<file path="src/rtl/vend_ctrl_multi.sv">
// vend_ctrl_multi -- multi-item vending controller.
//
// Takes coins from the acceptor front end and keeps a running credit, a
// per-item price table and per-item stock counters. A buy releases the
// item (one-cycle vend pulse) and then pays any remaining credit back
// coin-by-coin, largest denomination first, over a valid/ready handshake
// to the coin hopper. Cancel refunds the whole credit the same way.
//
// Ports:
//   clk, rst         clock (rising edge) and synchronous active-low reset
//   coin             00 none, 01/10/11 = COIN1/COIN2/COIN3, sampled each cycle
//   sel, buy         item index and purchase request
//   cancel           refund request
//   restock          reload every stock counter to STOCK_INIT (IDLE only)
//   change_ready     hopper has taken the current change coin
//   vend, vend_item  item-release pulse and the index it releases
//   deny             buy refused (not enough credit, sold out or bad index)
//   coin_reject      inserted coin returned without being credited
//   change_valid     a change coin is pending; change_coin is its code
//   credit           current credit
//   busy             vending or paying change
//   empty            bit i set when item i is sold out
//
// Optional build macro VEND_AUDIT_EN adds sales_total and vend_count,
// both 16-bit saturating counters cleared by reset.

module vend_ctrl_multi #(
  parameter int CREDIT_W   = 8,
  parameter int NUM_ITEMS  = 4,
  parameter int COIN1_VAL  = 5,
  parameter int COIN2_VAL  = 10,
  parameter int COIN3_VAL  = 25,
  parameter logic [NUM_ITEMS*CREDIT_W-1:0] PRICES = {8'd50, 8'd35, 8'd20, 8'd15},
  parameter int STOCK_W    = 4,
  parameter int STOCK_INIT = 2,
  localparam int SEL_W     = (NUM_ITEMS > 1) ? $clog2(NUM_ITEMS) : 1
) (
  input  logic                 clk,
  input  logic                 rst,
  input  logic [1:0]           coin,
  input  logic [SEL_W-1:0]     sel,
  input  logic                 buy,
  input  logic                 cancel,
  input  logic                 restock,
  input  logic                 change_ready,
  output logic                 vend,
  output logic [SEL_W-1:0]     vend_item,
  output logic                 deny,
  output logic                 coin_reject,
  output logic                 change_valid,
  output logic [1:0]           change_coin,
  output logic [CREDIT_W-1:0]  credit,
  output logic                 busy,
  output logic [NUM_ITEMS-1:0] empty
`ifdef VEND_AUDIT_EN
  ,
  output logic [15:0]          sales_total,
  output logic [15:0]          vend_count
`endif
);

  // Tables are padded to the full sel range; padded slots read as price 0 /
  // stock 0, so an out-of-range sel is always an illegal buy.
  localparam int NSLOT = 1 << SEL_W;
  localparam logic [CREDIT_W:0] CREDIT_MAX = {1'b0, {CREDIT_W{1'b1}}};

  typedef enum logic [1:0] {S_IDLE, S_COLLECT, S_VEND, S_CHANGE} state_t;

  function automatic logic [CREDIT_W:0] coin_value(input logic [1:0] code);
    case (code)
      2'b01:   coin_value = (CREDIT_W+1)'(COIN1_VAL);
      2'b10:   coin_value = (CREDIT_W+1)'(COIN2_VAL);
      2'b11:   coin_value = (CREDIT_W+1)'(COIN3_VAL);
      default: coin_value = '0;
    endcase
  endfunction

  function automatic logic [1:0] greedy_coin(input logic [CREDIT_W-1:0] c);
    if (c >= CREDIT_W'(COIN3_VAL))      greedy_coin = 2'b11;
    else if (c >= CREDIT_W'(COIN2_VAL)) greedy_coin = 2'b10;
    else                                greedy_coin = 2'b01;
  endfunction

  state_t               state, state_nxt;
  logic [CREDIT_W-1:0]  credit_nxt;
  logic                 vend_nxt, deny_nxt, reject_nxt;
  logic [SEL_W-1:0]     item_nxt;
  logic                 buy_take;
  logic                 restock_now;
  logic                 buy_legal;
  logic [CREDIT_W-1:0]  price_tbl  [NSLOT];
  logic [STOCK_W-1:0]   stock_view [NSLOT];
  logic [CREDIT_W-1:0]  price_sel;
  logic [CREDIT_W:0]    coin_sum;
  logic [CREDIT_W:0]    change_val;

  assign restock_now  = restock && (state == S_IDLE);
  assign price_sel    = price_tbl[sel];
  assign buy_legal    = buy && (credit >= price_sel) && (stock_view[sel] != '0);
  assign coin_sum     = {1'b0, credit} + coin_value(coin);
  assign change_valid = (state == S_CHANGE);
  assign change_coin  = change_valid ? greedy_coin(credit) : 2'b00;
  assign change_val   = coin_value(change_coin);
  assign busy         = (state == S_VEND) || (state == S_CHANGE);

  for (genvar g = 0; g < NSLOT; g++) begin : g_slot
    if (g < NUM_ITEMS) begin : g_item
      logic [STOCK_W-1:0] cnt;
      logic               take;
      assign take = buy_take && (sel == SEL_W'(g));
      // A buy in the restock cycle still consumes one unit of the fresh stock.
      always_ff @(posedge clk) begin
        if (!rst)             cnt <= STOCK_W'(STOCK_INIT);
        else if (restock_now) cnt <= take ? STOCK_W'(STOCK_INIT - 1) : STOCK_W'(STOCK_INIT);
        else if (take)        cnt <= cnt - STOCK_W'(1);
      end
      assign stock_view[g] = cnt;
      assign price_tbl[g]  = PRICES[g*CREDIT_W +: CREDIT_W];
      assign empty[g]      = (cnt == '0);
    end else begin : g_pad
      assign stock_view[g] = '0;
      assign price_tbl[g]  = '0;
    end
  end

  // Next-state: cancel beats buy beats coin while accepting money.
  always_comb begin
    state_nxt  = state;
    credit_nxt = credit;
    vend_nxt   = 1'b0;
    item_nxt   = vend_item;
    deny_nxt   = 1'b0;
    reject_nxt = 1'b0;
    buy_take   = 1'b0;
    case (state)
      S_IDLE, S_COLLECT: begin
        if (cancel) begin
          if (credit != '0) state_nxt = S_CHANGE;
          reject_nxt = (coin != 2'b00);
        end else if (buy_legal) begin
          buy_take   = 1'b1;
          state_nxt  = S_VEND;
          credit_nxt = credit - price_sel;
          vend_nxt   = 1'b1;
          item_nxt   = sel;
          reject_nxt = (coin != 2'b00);
        end else begin
          deny_nxt = buy;
          if (coin != 2'b00) begin
            if (coin_sum <= CREDIT_MAX) begin
              credit_nxt = coin_sum[CREDIT_W-1:0];
              state_nxt  = S_COLLECT;
            end else begin
              reject_nxt = 1'b1;
            end
          end
        end
      end
      S_VEND: begin
        reject_nxt = (coin != 2'b00);
        state_nxt  = (credit != '0) ? S_CHANGE : S_IDLE;
      end
      S_CHANGE: begin
        reject_nxt = (coin != 2'b00);
        if (change_ready) begin
          credit_nxt = credit - change_val[CREDIT_W-1:0];
          if (credit_nxt == '0) state_nxt = S_IDLE;
        end
      end
      default: state_nxt = S_IDLE;
    endcase
  end

  always_ff @(posedge clk) begin
    if (!rst) begin
      state       <= S_IDLE;
      credit      <= '0;
      vend        <= 1'b0;
      vend_item   <= '0;
      deny        <= 1'b0;
      coin_reject <= 1'b0;
    end else begin
      state       <= state_nxt;
      credit      <= credit_nxt;
      vend        <= vend_nxt;
      vend_item   <= item_nxt;
      deny        <= deny_nxt;
      coin_reject <= reject_nxt;
    end
  end

`ifdef VEND_AUDIT_EN
  // Booked at the buy edge, so the totals move together with the vend pulse.
  logic [16:0] sales_sum;
  assign sales_sum = {1'b0, sales_total} + 17'(price_sel);

  always_ff @(posedge clk) begin
    if (!rst) begin
      sales_total <= '0;
      vend_count  <= '0;
    end else if (buy_take) begin
      sales_total <= sales_sum[16] ? 16'hFFFF : sales_sum[15:0];
      if (vend_count != 16'hFFFF) vend_count <= vend_count + 16'd1;
    end
  end
`endif

endmodule

</file>
<file path="config.mk">
export PLATFORM = sky130hd
export DESIGN_NAME = vend_ctrl_multi
export DESIGN_NICKNAME = d
export VERILOG_FILES = /design/src/rtl/vend_ctrl_multi.sv
export SDC_FILE = /design/constraint.sdc
export NUM_CORES = 1
export LEC_CHECK = 0
export ABC_AREA = 1
export CAP_MARGIN = 20
export CORE_AREA = 2 2 83 77
export DETAILED_ROUTE_END_ITERATION = 8
export DIE_AREA = 0 0 85 79
export GPL_TIMING_DRIVEN = 0
export PLACE_DENSITY = 0.76
export SYNTH_ARGS = -nofsm -noshare
export SYNTH_HDL_FRONTEND = slang
export SYNTH_SLANG_ARGS = --single-unit
</file>
<file path="constraint.sdc">
create_clock -name clk -period 2.6 [get_ports clk]
set_clock_uncertainty 0.2 [all_clocks]
set_input_delay 0.26 -clock clk [delete_from_list [all_inputs] [get_ports clk]]
set_output_delay 0.26 -clock clk [all_outputs]
set_load 0.03 [all_outputs]
</file>
==> results of run 1 <==
worst min-delay path by stage:
| stage | startpoint | end | depth (start not counted) | slack (ps) |
|---|---|---|---|---|
| after floorplan | buy | deny | 2 | 180 |
| after global placement | g_slot[0].g_item.cnt[3] | g_slot[0].g_item.cnt[3] | 2 | 230 |
| after detailed placement | g_slot[0].g_item.cnt[3] | g_slot[0].g_item.cnt[3] | 2 | 250 |
| after CTS | sel[0] | vend_item[0] | 3 | 60 |
| after global routing | sel[0] | vend_item[0] | 3 | 60 |
| final | sel[0] | vend_item[0] | 3 | 80 |
power groups by stage:
stage | sequential [mW] | combinational (mW) | clock [mW]
3_3_place_gp | 0.754 | 2.78 | 0
5_1_grt | 0.753 | 3.73 | 0.429
6_report | 0.743 | 3.38 | 0.397
3_5_place_dp | 0.756 | 2.83 | 0
4_1_cts | 0.720 | 3.02 | 0.408
2_1_floorplan | 0.824 | 2.08 | 0
placed cells by master, fill, tap and decap left out, types with 5 or more instances in the layout:
cell type and instances:
nand3_1 45, nand2_2 9, buf_6 6, a21oi_1 13, dfxtp_4 5, dfxtp_1 21
nand2_1 132, inv_1 63, ha_1 15, inv_2 6, buf_4 16, nand3_2 5
nand4_1 16, dfxtp_2 5, nor2_1 54, o21ai_0 8, clkbuf_8 6, clkdlybuf4s50_1 26
nor2_4 9
repair_timing:
item,4_1_cts,5_1_grt
pin swaps,12,17
gates resized for setup,17,35
setup buffers,10,6
gates cloned,0,0
endpoints found under the setup margin,31,25
per-layer routing:
layer | part of all wire, % | vias up
met5 | 0 | -
met1 | 48 | 1435
met2 | 46 | 105
met3 | 5.2 | 10
met4 | 1.2 | 0
li1 | - | 1635
state kept, by name, indices dropped and copies added (netlist names):
| name | flops |
|---|---|
| g_slot.g_item.cnt | 16 |
| deny | 1 |
| credit | 8 |
| vend_item | 2 |
| vend | 1 |
| coin_reject | 1 |
| state | 2 |
cells by family (layout without fill, tap and decap cells):
kind of cell	after synthesis	after routing	synth area share, %
compound gates	33	33	6.11
fa+ha+maj	23	23	10.4
buf+inv	86	139	12.8
flops	31	31	20.9
xor+xnor	7	7	2.06
simple gates	300	300	47.6
worst reg2reg max path, stage by stage (launching register included):
cell and delay, ps:
dfxtp_4 370, inv_6 90, nand2_8 80, a311oi_4 240, or2_4 190, nand2_4 50, ha_4 150, inv_2 50
fa_2 450, inv_2 70, nand2_2 40, nor2_1 90, nand3_1 90, nor2_1 90, nand3b_1 90, nand2_1 90
nand3_2 80, nor2_1 100, nor2_1 40
cell type report:
cell class / instances / area (um2) / area share (%)
clock inverters: 1 / 5.00 / 0.132
flip-flops and latches: 31 / 646 / 17.0
plain buffers: 12 / 109 / 2.87
inverters: 74 / 307 / 8.09
multi-input cells: 363 / 2140 / 56.4
well taps: 72 / 90.1 / 2.38
clock buffers: 7 / 86.3 / 2.28
repair buffers: 45 / 410 / 10.8
metrics by stage:
step / power (mW) / cells / hold slack [ps]
2_1_floorplan: 2.91 / 480 / 180
6_report: 4.52 / 605 / 75.8
5_1_grt: 4.91 / 605 / 62.8
3_5_place_dp: 3.58 / 581 / 250
4_1_cts: 4.15 / 599 / 64.2
3_3_place_gp: 3.53 / 581 / 234
==> flow_summary_export.csv, run 1 <==
group,metric,value,unit
floorplan,core_area,0.00591,mm2
power_and_ir_drop,vdd_drop_max,0.980,mV
hold_path,min_path_type,"input port to flip-flop",
worst_setup_path,endpoint,"state[0]",
global_route,grt_max_degree,11,
timing,setup_violations,2,
placed_design,pre_cts_ws,-544,ps
worst_setup_path,slowest_stage,"fa_2",
clock_network,clock_latency,290,ps
synthesis,synthMostInstantiatedCell,"nand2_1",
placed_design,port_buffers,29,
timing,drv_slew,0,
timing,tns,-294,ps
routing,routed_wl,7930,um
worst_setup_path,r2r_cells,18,
synthesis,yosys-top-cells-count,"140 x nand2_1, 68 x inv_1, 58 x nor2_1, 48 x nand3_1, 31 x dfxtp_1",
worst_setup_path,r2r_slack,-150,ps
power_and_ir_drop,p_sw_share,51.9,%
worst_setup_path,cp-end-kind,"flip-flop",
final_layout,post-route-util,64.1,%
clock_network,hold_buffers,0,
clock_network,cts_tree,"built",
clock_network,root_buffer,"clkbuf_8",
synthesis,yosysTopAreaCell,"dfxtp_1",
floorplan,die_area,0.00672,mm2
routing,wl_per_cell,13.1,um
timing,slew_headroom,60.5,%
final_layout,nets,565,
global_route,grt.total_usage,23.6,%
final_layout,antenna_cells,0,
worst_setup_path,critPathKind,"flip-flop to flip-flop",
worst_setup_path,r2r_start,"credit[7]",
global_route,grt_pass1_wl,12800,um
routing,drt_iter0_markers,205,
global_route,grt_util_met2,37.8,%
synthesis,synthArstFlopShare,0,%
routing,vias,3185,
worst_setup_path,critPathRequiredTime,2580,ps
worst_setup_path,startpoint,"credit[7]",
power_and_ir_drop,pwr-share-comb,74.8,%
global_route,grt_busiest_layer,"met2",
global_route,gr-total-overflow,0,
routing,drtPass1Iterations,5,
synthesis,synth-seq-area-share,20.9,%
worst_setup_path,r2r_end,"state[0]",
run_status,status,"finished with violations",
clock_network,cts_sinks,31,
final_layout,finalInstanceArea,0.00379,mm2
synthesis,synth-edff-count,0,
worst_setup_path,slowest_delay,450,ps
global_route,first_global_vias,2857,
worst_setup_path,arrival,2730,ps
synthesis,yosysTopAreaCellShare,20.9,%
timing,rsz0062_at_grt,"true",
power_and_ir_drop,p_sw,2.34,mW
floorplan,die_h,79,um
timing,timing.final.ws_setup,-152,ps
synthesis,syn_nets,513,
worst_setup_path,path_delay_family,"simple AND/OR/NAND/NOR gates",
power_and_ir_drop,p_leak,1.89,nW
clock_network,htree_levels,2,
worst_setup_path,cp_cell_sequence,"inv_6 > nand2_8 > a311oi_4 > or2_4 > nand2_4 > ha_4 > inv_2 > fa_2 > inv_2 > nand2_2 > nor2_1 > nand3_1 > nor2_1 > nand3b_1 > nand2_1 > nand3_2 > nor2_1 > nor2_1",
global_route,antenna_found_initial,0,
power_and_ir_drop,power_density,1190,mW/mm2
timing,max_freq,363,MHz
final_layout,syn2layout_area_growth,27.6,%
global_route,grt_util_met1,32.7,%
worst_setup_path,cp_max_fo,5,
run_status,violations,"setup timing",
placed_design,placed_area,0.00340,mm2
clock_network,cts_made_buffers,5,
global_route,gr-usage-met3,4.68,%
clock_network,clock_path_buffers,2,
synthesis,ys_warn_count,0,
floorplan,die_w,85,um
placed_design,gp_congestion,0.954,
placed_design,dp_hpwl,5900,um
worst_setup_path,start_kind,"flip-flop",
timing,tightestPinTransition,590,ps
job,maxCapViolCount,0,
synthesis,synthCells,480,
synthesis,synth_area,0.00297,mm2
synthesis,avgSynthCellArea,6.19,um2
routing,drtAntennaViolNets,0,
floorplan,rows,27,
final_layout,fillerInstances,528,
timing,hold_violations,0,
worst_setup_path,critPathMostFrequentCell,"nor2_1",
worst_setup_path,critPathBufInv,3,
floorplan,io_pins,31,
synthesis,synth_top_flop_cell,"dfxtp_1",
power_and_ir_drop,internal-power,2.17,mW
timing,min_period_over_period,106,%
worst_setup_path,crit_cells,18,
power_and_ir_drop,p_seq_share,16.4,%
synthesis,synthDistinctLibCells,35,
routing,detail_route.vias_per_cell,5.26,
power_and_ir_drop,p_clk_share,8.8,%
synthesis,ys_ff_latch,31,
clock_network,clk_pin_slew_worst_paths,80,ps
final_layout,drive_above_1_share,20.1,%
floorplan,start_util,50.2,%
timing,fin_crit,2750,ps
routing,drc,0,
synthesis,synthTopCellsByArea,"dfxtp_1 21%, nand2_1 18%, inv_1 8.6%, ha_1 8.4%, nand3_1 8.1%",
Power figures use the tool's default switching activity.
==> run 2: changes to the inputs <==
--- a/config.mk
+++ b/config.mk
@@ -10,8 +10,8 @@
 export CORE_AREA = 2 2 83 77
 export DETAILED_ROUTE_END_ITERATION = 8
 export DIE_AREA = 0 0 85 79
-export GPL_TIMING_DRIVEN = 0
 export PLACE_DENSITY = 0.76
+export SETUP_SLACK_MARGIN = 0.3
 export SYNTH_ARGS = -nofsm -noshare
 export SYNTH_HDL_FRONTEND = slang
 export SYNTH_SLANG_ARGS = --single-unit
==> run 2 against run 1 <==
  * The run still ends with setup timing left
  * Fmax shrank 12%
  * Die area is the same
  * Via count grew 25%
  * Critical endpoint unchanged
  * Highest routed layer unchanged
==> flow_summary_export.csv, run 2 (synthesis gave the netlist of run 1 again) <==
group,metric,value,unit
power_and_ir_drop,vdd_drop_max,1.28,mV
floorplan,rows,27,
power_and_ir_drop,internal-power,3.27,mW
worst_setup_path,critPathKind,"flip-flop to flip-flop",
power_and_ir_drop,pwr-share-comb,82.9,%
final_layout,final_cell_mix,"113 x nand2_1, 63 x buf_4, 56 x inv_1",
global_route,gr-total-overflow,0,
global_route,grt_pass1_wl,16000,um
clock_network,htree_levels,2,
placed_design,dp_hpwl,6740,um
routing,drtAntennaViolNets,0,
timing,rsz0062_at_grt,"true",
final_layout,largestRegisters,"g_slot.g_item.cnt: 16 flops, credit: 8 flops",
placed_design,port_buffers,30,
timing,hold_violations,0,
final_layout,largest_reg_flops,16,
placed_design,pre_cts_ws,-171,ps
floorplan,die_w,85,um
worst_setup_path,start_kind,"flip-flop",
final_layout,fillerInstances,339,
placed_design,gp_congestion,0.894,
timing,setup_violations,7,
worst_setup_path,r2r_slack,-540,ps
final_layout,antenna_cells,0,
final_layout,layout_commonest_cell,"nand2_1",
run_status,status,"finished with violations",
power_and_ir_drop,p_sw_share,51.5,%
final_layout,syn2layout_area_growth,58.7,%
worst_setup_path,cp_max_fo,2,
global_route,antenna_found_initial,0,
routing,vias,3984,
run_status,violations,"setup timing",
final_layout,seq_area,646,um2
routing,routed_wl,12500,um
worst_setup_path,arrival,3130,ps
timing,tns,-1850,ps
hold_path,min_path_type,"flip-flop to flip-flop",
hold_path,hold_depth,2,
timing,timing.final.ws_setup,-537,ps
clock_network,cts_tree,"built",
floorplan,core_area,0.00591,mm2
power_and_ir_drop,p_seq_share,10.4,%
clock_network,cts_made_buffers,5,
final_layout,drive_above_1_share,39.4,%
final_layout,top_register,"g_slot.g_item.cnt",
routing,drc,0,
final_layout,multi_input_area,0.00251,mm2
worst_setup_path,critPathRequiredTime,2590,ps
clock_network,clk_pin_slew_worst_paths,70,ps
routing,detail_route.vias_per_cell,6.01,
power_and_ir_drop,p_leak,2.37,nW
routing,wl_per_cell,18.8,um
job,maxCapViolCount,0,
global_route,first_global_vias,3496,
timing,min_period_over_period,121,%
clock_network,root_buffer,"clkbuf_8",
routing,drtPass1Iterations,6,
floorplan,die_area,0.00672,mm2
power_and_ir_drop,power_density,1430,mW/mm2
global_route,grt_max_degree,16,
floorplan,start_util,50.2,%
timing,fin_crit,3140,ps
power_and_ir_drop,p_clk_share,6.7,%
timing,max_freq,319,MHz
clock_network,cts_sinks,31,
timing,drv_slew,0,
power_and_ir_drop,p_sw,3.47,mW
routing,drt_iter0_markers,559,
timing,tightestPinTransition,571,ps
worst_setup_path,r2r_cells,18,
clock_network,clock_path_buffers,2,
floorplan,die_h,79,um
worst_setup_path,cp-end-kind,"flip-flop",
timing,slew_headroom,61.6,%
clock_network,clock_latency,300,ps
global_route,grt.total_usage,29.6,%
floorplan,io_pins,31,
final_layout,nets,623,
## run 2: cell count changes in the layout (fill, tap and decap cells not counted), sizes merged
cell and delta:
buf +59, clkdlybuf4s50 -6, dlygate4sd2 +4, dlymetal6s2s +3, clkinv -2, dlygate4sd3 -1
inv +1
## run 2: stage by stage
step | power (mW) | area (um2) | hold slack [ps] | util, % | std cells
2_1_floorplan | 2.96 | 3050 | 180 | - | 480
3_3_place_gp | 4.16 | 3830 | 240 | 64.9 | 631
3_5_place_dp | 4.24 | 3830 | 244 | 64.9 | 631
4_1_cts | 5.26 | 4270 | 255 | 72.1 | 655
5_1_grt | 7.01 | 4710 | 281 | 79.7 | 663
6_report | 6.74 | 4710 | 252 | 79.7 | 663
## run 2: critical path, cell delays in order (launching register included)
cell,delay (ps)
dfxtp_2,340
nor2_4,110
nand2_2,80
a311oi_2,340
or2_4,200
nand2_2,60
ha_4,160
inv_4,60
fa_2,470
inv_2,80
nand2_1,60
nor2_1,120
nand3_1,80
nor2_1,180
nand3b_1,160
nand2_2,110
nand3_2,70
nor2_1,100
nor2_1,50
## run 2: power groups by stage
stage / registers [mW] / logic (mW) / clock network, mW
after floorplan: 0.836 / 2.12 / 0
after global placement: 0.671 / 3.49 / 0
after detailed placement: 0.673 / 3.57 / 0
after CTS: 0.664 / 4.15 / 0.441
after global routing: 0.708 / 5.84 / 0.459
final: 0.704 / 5.59 / 0.449
## run 2: repair_timing
item                       4_1_cts  5_1_grt
buffers inserted                16        6
gates resized for setup         55       99
setup endpoints to repair       33       36
pin swaps                       32       49
hold buffers                     0        0
gates cloned                     0        2
## run 2: final timing paths
| kind | start | end |
|---|---|---|
| worst max-delay path | credit[2] | state[0] |
| worst min-delay path | g_slot[0].g_item.cnt[3] | g_slot[0].g_item.cnt[3] |
| worst max register to register | credit[2] | state[0] |
| worst min register to register | g_slot[0].g_item.cnt[3] | g_slot[0].g_item.cnt[3] |
## run 2: routing by layer
metal / wire [um] / part of all wire, % / global-route usage, % / vias to the layer above
li1: - / - / - / 1747
met1: 4490 / 36 / 35.9 / 1805
met2: 5760 / 46 / 50.3 / 311
met3: 1270 / 10 / 6.44 / 121
met4: 929 / 7.5 / 13.2 / 0
met5: 0 / 0 / 0 / -
## run 2: area by class of cell
cell class	instances	area share (%)
Clock buffer	8	2.12
Inverter	74	6.19
Multi-Input combinational cell	363	53.2
Sequential cell	31	13.7
Tap cell	72	1.91
Timing Repair Buffer	115	22.9
